[config.mk]
export PLATFORM = sky130hd
export DESIGN_NAME = btb_update_arbiter
export DESIGN_NICKNAME = d
export VERILOG_FILES = /design/src/rtl/btb_arb_pkg.sv /design/src/rtl/btb_update_fifo.sv /design/src/rtl/btb_update_arbiter.sv
export SDC_FILE = /design/constraint.sdc
export NUM_CORES = 1
export LEC_CHECK = 0
export CAP_MARGIN = 0
export CORE_MARGIN = 4
export CORE_UTILIZATION = 55
export DETAILED_ROUTE_END_ITERATION = 10
export PLACE_DENSITY = 0.91
export SYNTH_ARGS = -nofsm -noshare
export SYNTH_HDL_FRONTEND = slang
export SYNTH_SLANG_ARGS = --single-unit
[constraint.sdc]
create_clock -name clk -period 5.6 [get_ports clk]
set_clock_uncertainty 0.05 [all_clocks]
set_input_delay 1.12 -clock clk [delete_from_list [all_inputs] [get_ports clk]]
set_output_delay 1.12 -clock clk [all_outputs]
set_load 0.05 [all_outputs]
[src/rtl/btb_arb_pkg.sv]
// Shared types and default constants for the BTB update arbiter.
package btb_arb_pkg;

    localparam int unsigned DEFAULT_QUEUE_DEPTH  = 4;
    localparam int unsigned DEFAULT_STARVE_LIMIT = 8;
    localparam int unsigned BTB_ADDR_W           = 32;

    typedef enum logic [1:0] {
        IDLE,
        LOOKUP,
        UPDATE
    } btb_arb_state_t;

    // Queued entry width is fixed here, so the arbiter's ADDR_W must equal BTB_ADDR_W.
    typedef struct packed {
        logic [BTB_ADDR_W-1:0] pc;
        logic [BTB_ADDR_W-1:0] target;
    } btb_update_t;

endpackage

[src/rtl/btb_update_fifo.sv]
// Update queue feeding the BTB write path.
// Defining BTB_UPDATE_COALESCE_EN merges an incoming update into a queued entry with the same PC.
module btb_update_fifo
    import btb_arb_pkg::*;
#(
    parameter int unsigned DEPTH = DEFAULT_QUEUE_DEPTH
) (
    input  logic        clk,
    input  logic        rst,
    input  logic        push,
    input  btb_update_t push_data,
    input  logic        pop,
    input  logic        head_busy,
    output btb_update_t head,
    output logic        full,
    output logic        empty
);

    localparam int unsigned PTR_W = $clog2(DEPTH);
    localparam int unsigned CNT_W = PTR_W + 1;

    btb_update_t      mem_q [DEPTH];
    btb_update_t      mem_d [DEPTH];
    logic [PTR_W-1:0] rd_ptr_q, rd_ptr_d;
    logic [PTR_W-1:0] wr_ptr_q, wr_ptr_d;
    logic [CNT_W-1:0] count_q, count_d;
    logic             coalesce;
    logic [PTR_W-1:0] hit_idx;
    logic             do_push;
    logic             do_pop;

    assign full    = (count_q == CNT_W'(DEPTH));
    assign empty   = (count_q == '0);
    assign head    = mem_q[rd_ptr_q];
    assign do_push = push && !full;
    assign do_pop  = pop && !empty;

`ifdef BTB_UPDATE_COALESCE_EN
    logic [PTR_W-1:0] slot_off;

    // The head being written right now is excluded, so its in-flight value is not changed.
    always_comb begin
        coalesce = 1'b0;
        hit_idx  = '0;
        slot_off = '0;
        for (int i = 0; i < int'(DEPTH); i++) begin
            slot_off = PTR_W'(i) - rd_ptr_q;
            if (!coalesce && ({1'b0, slot_off} < count_q) &&
                (mem_q[i].pc == push_data.pc) &&
                !(head_busy && (PTR_W'(i) == rd_ptr_q))) begin
                coalesce = 1'b1;
                hit_idx  = PTR_W'(i);
            end
        end
    end
`else
    logic unused_head_busy;

    assign unused_head_busy = head_busy;
    assign coalesce         = 1'b0;
    assign hit_idx          = '0;
`endif

    // NOTE: every variable gets a default before any branch, so no latch is inferred.
    always_comb begin
        rd_ptr_d = rd_ptr_q;
        wr_ptr_d = wr_ptr_q;
        mem_d    = mem_q;
        if (do_push) begin
            if (coalesce) begin
                mem_d[hit_idx].target = push_data.target;
            end else begin
                mem_d[wr_ptr_q] = push_data;
                wr_ptr_d        = wr_ptr_q + 1'b1;
            end
        end
        if (do_pop) begin
            rd_ptr_d = rd_ptr_q + 1'b1;
        end
        count_d = count_q + CNT_W'(do_push && !coalesce) - CNT_W'(do_pop);
    end

    // NOTE: state flops use non-blocking assignments so every flop samples pre-edge values.
    always_ff @(posedge clk) begin
        if (rst) begin
            rd_ptr_q <= '0;
            wr_ptr_q <= '0;
            count_q  <= '0;
        end else begin
            rd_ptr_q <= rd_ptr_d;
            wr_ptr_q <= wr_ptr_d;
            count_q  <= count_d;
        end
    end

    // NOTE: storage is not reset; entries are only read when count marks them valid.
    always_ff @(posedge clk) begin
        mem_q <= mem_d;
    end

endmodule

[src/rtl/btb_update_arbiter.sv]
// Shares the single BTB port between fetch lookups (priority) and queued branch updates.
// Defining BTB_UPDATE_COALESCE_EN merges queued updates that target the same PC.
module btb_update_arbiter
    import btb_arb_pkg::*;
#(
    parameter int unsigned QUEUE_DEPTH  = DEFAULT_QUEUE_DEPTH,
    parameter int unsigned STARVE_LIMIT = DEFAULT_STARVE_LIMIT,
    parameter int unsigned ADDR_W       = BTB_ADDR_W
) (
    input  logic              clk,
    input  logic              rst,
    input  logic              if_read,
    input  logic [ADDR_W-1:0] if_pc,
    output logic              if_resp,
    output logic              if_hit,
    output logic [ADDR_W-1:0] if_target,
    input  logic              ex_update_valid,
    input  logic [ADDR_W-1:0] ex_update_pc,
    input  logic [ADDR_W-1:0] ex_update_target,
    output logic              ex_update_ready,
    output logic              btb_read,
    output logic              btb_write,
    output logic [ADDR_W-1:0] btb_addr,
    output logic [ADDR_W-1:0] btb_wdata,
    input  logic              btb_resp,
    input  logic              btb_hit,
    input  logic [ADDR_W-1:0] btb_rdata
);

    localparam int unsigned STARVE_W = $clog2(STARVE_LIMIT + 1);

    btb_arb_state_t      state_q, state_d;
    logic [STARVE_W-1:0] starve_cnt_q, starve_cnt_d;
    logic                fifo_full;
    logic                fifo_empty;
    logic                fifo_push;
    logic                fifo_pop;
    btb_update_t         fifo_in;
    btb_update_t         fifo_head;
    logic                lookup_ok;

    assign ex_update_ready = !fifo_full && !rst;
    assign fifo_push       = ex_update_valid && ex_update_ready;
    assign fifo_pop        = (state_q == UPDATE) && btb_resp && !rst;
    assign fifo_in         = '{pc: ex_update_pc, target: ex_update_target};
    assign lookup_ok       = fifo_empty || (starve_cnt_q < STARVE_W'(STARVE_LIMIT));

    btb_update_fifo #(
        .DEPTH(QUEUE_DEPTH)
    ) u_fifo (
        .clk      (clk),
        .rst      (rst),
        .push     (fifo_push),
        .push_data(fifo_in),
        .pop      (fifo_pop),
        .head_busy(state_q == UPDATE),
        .head     (fifo_head),
        .full     (fifo_full),
        .empty    (fifo_empty)
    );

    always_ff @(posedge clk) begin
        if (rst) begin
            state_q      <= IDLE;
            starve_cnt_q <= '0;
        end else begin
            state_q      <= state_d;
            starve_cnt_q <= starve_cnt_d;
        end
    end

    always_comb begin
        state_d = state_q;
        case (state_q)
            IDLE: begin
                if (if_read && lookup_ok) begin
                    state_d = LOOKUP;
                end else if (!fifo_empty) begin
                    state_d = UPDATE;
                end
            end
            LOOKUP: begin
                if (!if_read || btb_resp) begin
                    state_d = IDLE;
                end
            end
            UPDATE: begin
                if (btb_resp) begin
                    state_d = IDLE;
                end
            end
            default: state_d = IDLE;
        endcase
    end

    // Counts only lookups granted over a waiting update; an update grant or empty queue clears it.
    always_comb begin
        starve_cnt_d = starve_cnt_q;
        if (fifo_empty || (state_q == IDLE && state_d == UPDATE)) begin
            starve_cnt_d = '0;
        end else if (state_q == IDLE && state_d == LOOKUP &&
                     starve_cnt_q < STARVE_W'(STARVE_LIMIT)) begin
            starve_cnt_d = starve_cnt_q + 1'b1;
        end
    end

    always_comb begin
        btb_read  = 1'b0;
        btb_write = 1'b0;
        btb_addr  = '0;
        btb_wdata = '0;
        if_resp   = 1'b0;
        if_hit    = 1'b0;
        if_target = '0;
        if (!rst) begin
            case (state_q)
                LOOKUP: begin
                    btb_read = 1'b1;
                    btb_addr = if_pc;
                    if (if_read && btb_resp) begin
                        if_resp   = 1'b1;
                        if_hit    = btb_hit;
                        if_target = btb_rdata;
                    end
                end
                UPDATE: begin
                    btb_write = 1'b1;
                    btb_addr  = fifo_head.pc;
                    btb_wdata = fifo_head.target;
                end
                default: ;
            endcase
        end
    end

endmodule

==> results of run 1 <==
registers in the layout (all words and copies together), names as in the netlist:
register	flops
starve_cnt_q	4
state_q	2
u_fifo.count_q	3
u_fifo.mem_q	256
u_fifo.rd_ptr_q	2
u_fifo.wr_ptr_q	2
worst paths after layout:
| kind | from | end | slack [ns] | cells past startpoint |
|---|---|---|---|---|
| max | rst | if_target[1] | 0.59 | 5 |
| min | starve_cnt_q[1]$_SDFFE_PP0P_ | starve_cnt_q[1]$_SDFFE_PP0P_ | 0.48 | 2 |
| max reg2reg | state_q[0]$_SDFF_PP0_ | u_fifo.count_q[2]$_SDFF_PP0_ | 2.70 | 12 |
| min reg2reg | starve_cnt_q[1]$_SDFFE_PP0P_ | starve_cnt_q[1]$_SDFFE_PP0P_ | 0.48 | 2 |
power by group:
group	switching [mW]	internal (mW)
sequential	0.0231	2.28
clock	0.694	1.01
combinational	0.259	0.209
logic make-up (layout without fill, tap and decap cells):
kind of cell | after synthesis | after routing | share of synthesized area
buffers and inverters | 45 | 299 | 0.01755
and+or+nand+nor | 132 | 132 | 0.06582
adders and majority gates | 12 | 12 | 0.01445
muxes | 65 | 65 | 0.1330
DFF | 269 | 269 | 0.7284
AOI/OAI and AO/OA | 48 | 48 | 0.03589
other | 0 | 1 | 0
xor gates and xnor gates | 6 | 6 | 0.004816
worst min-delay path, stage by stage (launching register included):
cell and delay (ns):
dfxtp_1 0.35, mux2i_1 0.08, nor2_1 0.07
per-layer routing:
layer  GRT usage  vias to the layer above
met4     0.04119                        0
met3     0.05530                       31
met5           0                        -
met1      0.2726                     3143
met2      0.3876                      275
li1            -                     2760
cell usage in the layout, fill, tap and decap left out, types with 2 or more instances in the layout:
cell and count:
ha_1 11, a22oi_1 32, nor2b_1 3, xor2_1 2
bufinv_16 2, clkbuf_1 10, nand4_1 2, nand2b_1 2
nor2_1 40, clkbuf_8 2, clkinv_2 5, clkinv_1 3
dfxtp_4 2, edfxtp_1 256, xnor2_1 4, nor3_1 2
o31ai_1 2, nand2_1 5, and2_1 66, clkdlybuf4s50_1 234
buf_4 4, mux4_2 64, and3_4 4, inv_1 10
clkbuf_16 27, nor3b_1 2, dfxtp_1 11
final cells by class:
cell class                 instances  share of cell area
sequential                       269              0.5540
multi-input combinational        263              0.1946
timing repair buffer             239              0.1666
clock buffer                      39             0.05159
tap                              265             0.02309
clock inverter                    11            0.007320
inverter                          10            0.002614
antenna                            1           0.0001743
stage by stage:
step | hold WS, ns | instances | area, µm² | setup slack (ns)
after floorplan | 0.4413 | 577 | 10910 | 1.060
after global placement | 0.4557 | 1046 | 13510 | 0.8295
after detailed placement | 0.4751 | 1046 | 13510 | 0.5941
after CTS | 0.4893 | 1096 | 14360 | 0.5684
after global routing | 0.5341 | 1096 | 14360 | 0.3603
final | 0.4848 | 1097 | 14360 | 0.5858
==> impl_metrics.tcl, run 1 <==
set metrics [dict create \
    drt_iter0_markers 483 \
    grt_pass1_wl_mm 37.05 \
    power_mw 4.476 \
    clk_path_buf_depth 3 \
    die-area_um2 22150 \
    setup-tns-final_ns 0 \
    critPathLaunchType "input port" \
    critPathMaxFanout 34 \
    ff_latch_area_um2 7955 \
    arrival_ns 3.84 \
    power_density_nw_per_um2 311.7 \
    synth-main-ff-cell "edfxtp_1" \
    grt_max_degree 66 \
    peakVddDrop_mv 0.2779 \
    num_rows 51 \
    grt_util_all_layers 0.2167 \
    max_slew_margin 0.3195 \
    timing.fmax_ghz 0.1994 \
    fin_crit_sh 0.8954 \
    finalHoldViolCount 0 \
    grt_pass1_vias 6569 \
    status "completed" \
    pin_count 235 \
    cts_buffers 27 \
    tightestPinTransition_ns 1.021 \
    wl_mm 24.16 \
    postCtsSetupBuffers 0 \
    vias 6209 \
    multi_input_area_um2 2794 \
    area_delta_synth_final_pct 31.61 \
    timing.critical_path.cells "clkdlybuf4s50_1 -> nor2b_1 -> and3_1 -> and2_1 -> clkdlybuf4s50_1" \
    yosysTopAreaCell "edfxtp_1" \
    grt_setup_unrepaired "no" \
    synth-async-reset-ratio 0 \
    routed-wl-met2_mm 12.64 \
    cts_tree "yes" \
    hold_buffers 0 \
    cp-end-kind "output port" \
    synth_nets 723 \
    drc_errors 0 \
    cts-resized-gates 0 \
    cts.clk_slew.worst_paths_ns 0.06 \
    p_leak_nw 4.594 \
    die_y_um 148.8 \
    antenna_found_initial 1 \
    place.gp.congestion 0.7392 \
    hold_class "flip-flop to flip-flop" \
    wl_met3_mm 2.171 \
    yosysSeqAreaShare 0.7284 \
    dpl.hpwl_mm 15.31 \
    yosys_register_bits 269 \
    final_nets 956 \
    syn_area_um2 10910 \
    core_um2 19460 \
    setup_viol 0 \
    ys_types 42 \
    cts_sinks 269 \
    yosys-top-cells-area "edfxtp_1, mux4_2, and2_1" \
    max_stage_delay_ns 0.81 \
    yosysMostFrequentCell "edfxtp_1" \
    drive_gt1_frac 0.1420 \
    crit_top_cell "clkdlybuf4s50_1" \
    dr.pass1.iters 5 \
    slowest_stage "clkdlybuf4s50_1" \
    fin_util 0.7378 \
    ant_nets 0 \
    crit_buf_inv 2 \
    cp.required_ns 4.43 \
    fill_cells 1132 \
    drt-met1-wl_mm 8.972 \
    yosysWarnings 0 \
    h-tree-depth 1 \
    wl_per_cell_um 22.02 \
    top_layer_used "met4" \
    cts_root_buf "clkbuf_16" \
    drt-vias-per-instance 5.660 \
    drv_slew 0 \
    die_w_um 148.8 \
    syn_avg_cell_area_um2 18.91 \
    portBuffers 234 \
    drv_cap 0 \
    initial_core_util 0.5606 \
    synth_commonest_cells "edfxtp_1, and2_1, mux4_2" \
    synth_edf_count 256 \
    finalCriticalPeriod_ns 5.014 \
    yosys.area.top_type_share 0.7046 \
    clkLatencyLatePin_ns 0.50 \
    cp_top_family "buffers and inverters" \
    critical_path_class "input port to output port" \
    gr-total-overflow 0 \
    syn_inst 577 \
]
(Power assumes the default switching activity.)
==> run 2, diff against run 1 <==
--- a/config.mk
+++ b/config.mk
@@ -5,7 +5,7 @@
 export SDC_FILE = /design/constraint.sdc
 export NUM_CORES = 1
 export LEC_CHECK = 0
-export CAP_MARGIN = 0
+export CAP_MARGIN = 20
 export CORE_MARGIN = 4
 export CORE_UTILIZATION = 55
 export DETAILED_ROUTE_END_ITERATION = 10
@@ -13,3 +13,4 @@
 export SYNTH_ARGS = -nofsm -noshare
 export SYNTH_HDL_FRONTEND = slang
 export SYNTH_SLANG_ARGS = --single-unit
+export TNS_END_PERCENT = 5
==> results of run 2 <==
The final DEF is identical to that of run 1; final timing and power are the same.
==> run 3, diff against run 2 <==
--- a/config.mk
+++ b/config.mk
@@ -6,11 +6,13 @@
 export NUM_CORES = 1
 export LEC_CHECK = 0
 export CAP_MARGIN = 20
-export CORE_MARGIN = 4
+export CORE_MARGIN = 2
 export CORE_UTILIZATION = 55
 export DETAILED_ROUTE_END_ITERATION = 10
+export HOLD_SLACK_MARGIN = 0.15
 export PLACE_DENSITY = 0.91
 export SYNTH_ARGS = -nofsm -noshare
 export SYNTH_HDL_FRONTEND = slang
+export SYNTH_HIERARCHICAL = 1
 export SYNTH_SLANG_ARGS = --single-unit
 export TNS_END_PERCENT = 5
==> run 3 against run 2 <==
Critical path depth is 1 higher. Global-route usage increased by 1.4 points. Hold slack got worse by 0.0045 ns. Routed wire length up 0.14%. Register-to-register slack lost 0.03 ns. Die area fell by 5.2%. Core utilization rose by 0.10 points. Cell area grew 0.14%. Non-clock buffer count increased by 1. Critical endpoint is now if_target[26].
==> impl_metrics.tcl, run 3 <==
set metrics [dict create \
    status "completed" \
    setup_viol 0 \
    synth_xor_xnor_area_share 0.003208 \
    drv_cap 0 \
    yosysWarnings 6 \
    crit_buf_inv 3 \
    yosys.area.top_type_share 0.7039 \
    critPathLaunchType "input port" \
    max_slew_margin 0.3006 \
    gr-total-overflow 0 \
    largest_register "u_fifo/mem_q" \
    finalCriticalPeriod_ns 4.822 \
    largest_register_ffs 256 \
    die_w_um 144.9 \
    clk_path_buf_depth 3 \
    postCtsSetupBuffers 0 \
    timing.critical_path.cells "clkdlybuf4s50_1 -> buf_4 -> nor2b_1 -> and3_1 -> and2_1 -> clkdlybuf4s50_1" \
    cts_sinks 269 \
    synth_top_family_by_area "multiplexers" \
    cts-resized-gates 0 \
    dpl.hpwl_mm 15.11 \
    num_rows 51 \
    grt_setup_unrepaired "no" \
    timing.fmax_ghz 0.2074 \
    die_y_um 144.9 \
    dr.pass1.iters 5 \
    synth-simple-area-share 0.06920 \
    synth_nets 725 \
    fin_crit_sh 0.8611 \
    place_inst 1052 \
    yosys-top-cells-area "edfxtp_1, mux4_2, and2_1" \
    ant_nets 0 \
    synth_compound_area_frac 0.03277 \
    yosysMostFrequentCell "edfxtp_1" \
    cp-end-kind "output port" \
    grt_util_all_layers 0.2311 \
    hold_class "flip-flop to flip-flop" \
    antenna_found_initial 2 \
    core_um2 19460 \
    finalHoldViolCount 0 \
    synthAdderAreaFrac 0.01444 \
    synth-main-ff-cell "edfxtp_1" \
    fill_cells 1125 \
    peakVddDrop_mv 0.2570 \
    grt_pass1_vias 6854 \
    drt_iter0_markers 301 \
    layout_common_cells "edfxtp_1, clkdlybuf4s50_1, and2_1, mux4_2, nor2_1" \
    design_area_um2 14380 \
    postPlaceCellArea_um2 13500 \
    synth_edf_count 256 \
    final_common_cell "edfxtp_1" \
    final_nets 961 \
    grt_max_degree 67 \
    cts_tree "yes" \
    synth-async-reset-ratio 0 \
    clkLatencyLatePin_ns 0.51 \
    vias 6265 \
    ff_latch_area_um2 7955 \
    drt-vias-per-instance 5.685 \
    power_density_nw_per_um2 309.0 \
    place.gp.congestion 0.9635 \
    stdcell_count 1102 \
    max_stage_delay_ns 0.81 \
    syn_inst 579 \
    wl_mm 24.19 \
    largestRegisters "u_fifo/mem_q: 256 flops, starve_cnt_q: 4 flops, u_fifo/count_q: 3 flops" \
    syn_avg_cell_area_um2 18.86 \
    drc_errors 0 \
    p_leak_nw 4.617 \
    crit_top_cell "clkdlybuf4s50_1" \
    critPathMaxFanout 34 \
    cts.clk_slew.worst_paths_ns 0.06 \
    wl_per_cell_um 21.95 \
    cp.required_ns 4.43 \
    tightestPinTransition_ns 1.049 \
    area_delta_synth_final_pct 31.67 \
    critical_path_class "input port to output port" \
    cts_root_buf "clkbuf_16" \
    syn_area_um2 10920 \
    yosysSeqAreaShare 0.7278 \
    cp_top_family "buffers and inverters" \
    drv_slew 0 \
    hold_ws_ns 0.4803 \
    cts_buffers 26 \
    grt_pass1_wl_mm 37.83 \
    arrival_ns 3.65 \
    yosys_register_bits 269 \
    pin_count 235 \
    hold_buffers 0 \
    initial_core_util 0.5611 \
    portBuffers 234 \
    setup-tns-final_ns 0 \
    multi_input_area_um2 2780 \
    ys_types 40 \
    drive_gt1_frac 0.1473 \
    yosysTopAreaCell "edfxtp_1" \
    die-area_um2 21000 \
    h-tree-depth 1 \
    synth_commonest_cells "edfxtp_1, and2_1, mux4_2" \
    fin_util 0.7388 \
    synth.mux.area_fraction 0.1338 \
    slowest_stage "clkdlybuf4s50_1" \
]
-- run 3: changes by cell type after synthesis, sizes merged, moves of 3 or more --
cell	change
and2	+6
and3	-5
clkbuf	-9
nand2	-3
o21ai	+4
buf	+6
xnor2	-4
-- run 3: final timing paths --
kind                                      from                           end  slack [ns]  depth (start not counted)
setup / recovery                           rst                 if_target[26]        0.78                          6
hold / removal    starve_cnt_q[2]$_SDFFE_PP0P_  starve_cnt_q[2]$_SDFFE_PP0P_        0.48                          2
setup reg to reg  u_fifo/count_q[1]$_SDFF_PP0_  u_fifo/count_q[2]$_SDFF_PP0_        2.67                         14
hold reg to reg   starve_cnt_q[2]$_SDFFE_PP0P_  starve_cnt_q[2]$_SDFFE_PP0P_        0.48                          2
-- run 3: power by group --
part / internal, mW / total, mW / switching [mW]
Clock: 1.03 / 1.73 / 0.705
Sequential: 2.27 / 2.29 / 0.0208
Combinational: 0.192 / 0.422 / 0.231
Total: 3.49 / 4.44 / 0.956
-- run 3: layout make-up --
cell class | instances | area share
Sequential cell | 269 | 0.5533
Timing Repair Buffer | 240 | 0.1669
Antenna cell | 2 | 0.0003481
Tap cell | 265 | 0.02306
Clock inverter | 15 | 0.009050
Clock buffer | 33 | 0.05143
Multi-Input combinational cell | 268 | 0.1934
Inverter | 10 | 0.002611
-- run 3: tightest hold or removal path: stages, from the launching register on --
cell and delay (ns):
dfxtp_1 0.34, xor2_1 0.07, nor2_1 0.08
-- run 3: cell families after synthesis --
family	after synthesis
AOI/OAI and AO/OA	48
xor gates and xnor gates	4
adders and majority gates	12
buffers and inverters	42
DFF	269
muxes	66
and+or+nand+nor	138
-- run 3: per-stage QoR --
stage          power (mW)  setup slack, ns
3_5_place_dp        2.750           0.7615
5_1_grt             4.585           0.6205
2_1_floorplan       2.547            1.252
4_1_cts             4.474           0.7505
3_3_place_gp        2.725           0.9225
6_report            4.443           0.7779
-- run 3: per-layer routing --
layer | global-route usage | up-vias | wire, µm
met1 | 0.2708 | 3145 | 9114
met5 | 0 | - | 0
met3 | 0.05535 | 58 | 1725
met4 | 0.1020 | 0 | 843
li1 | - | 2762 | -
met2 | 0.4074 | 300 | 12510
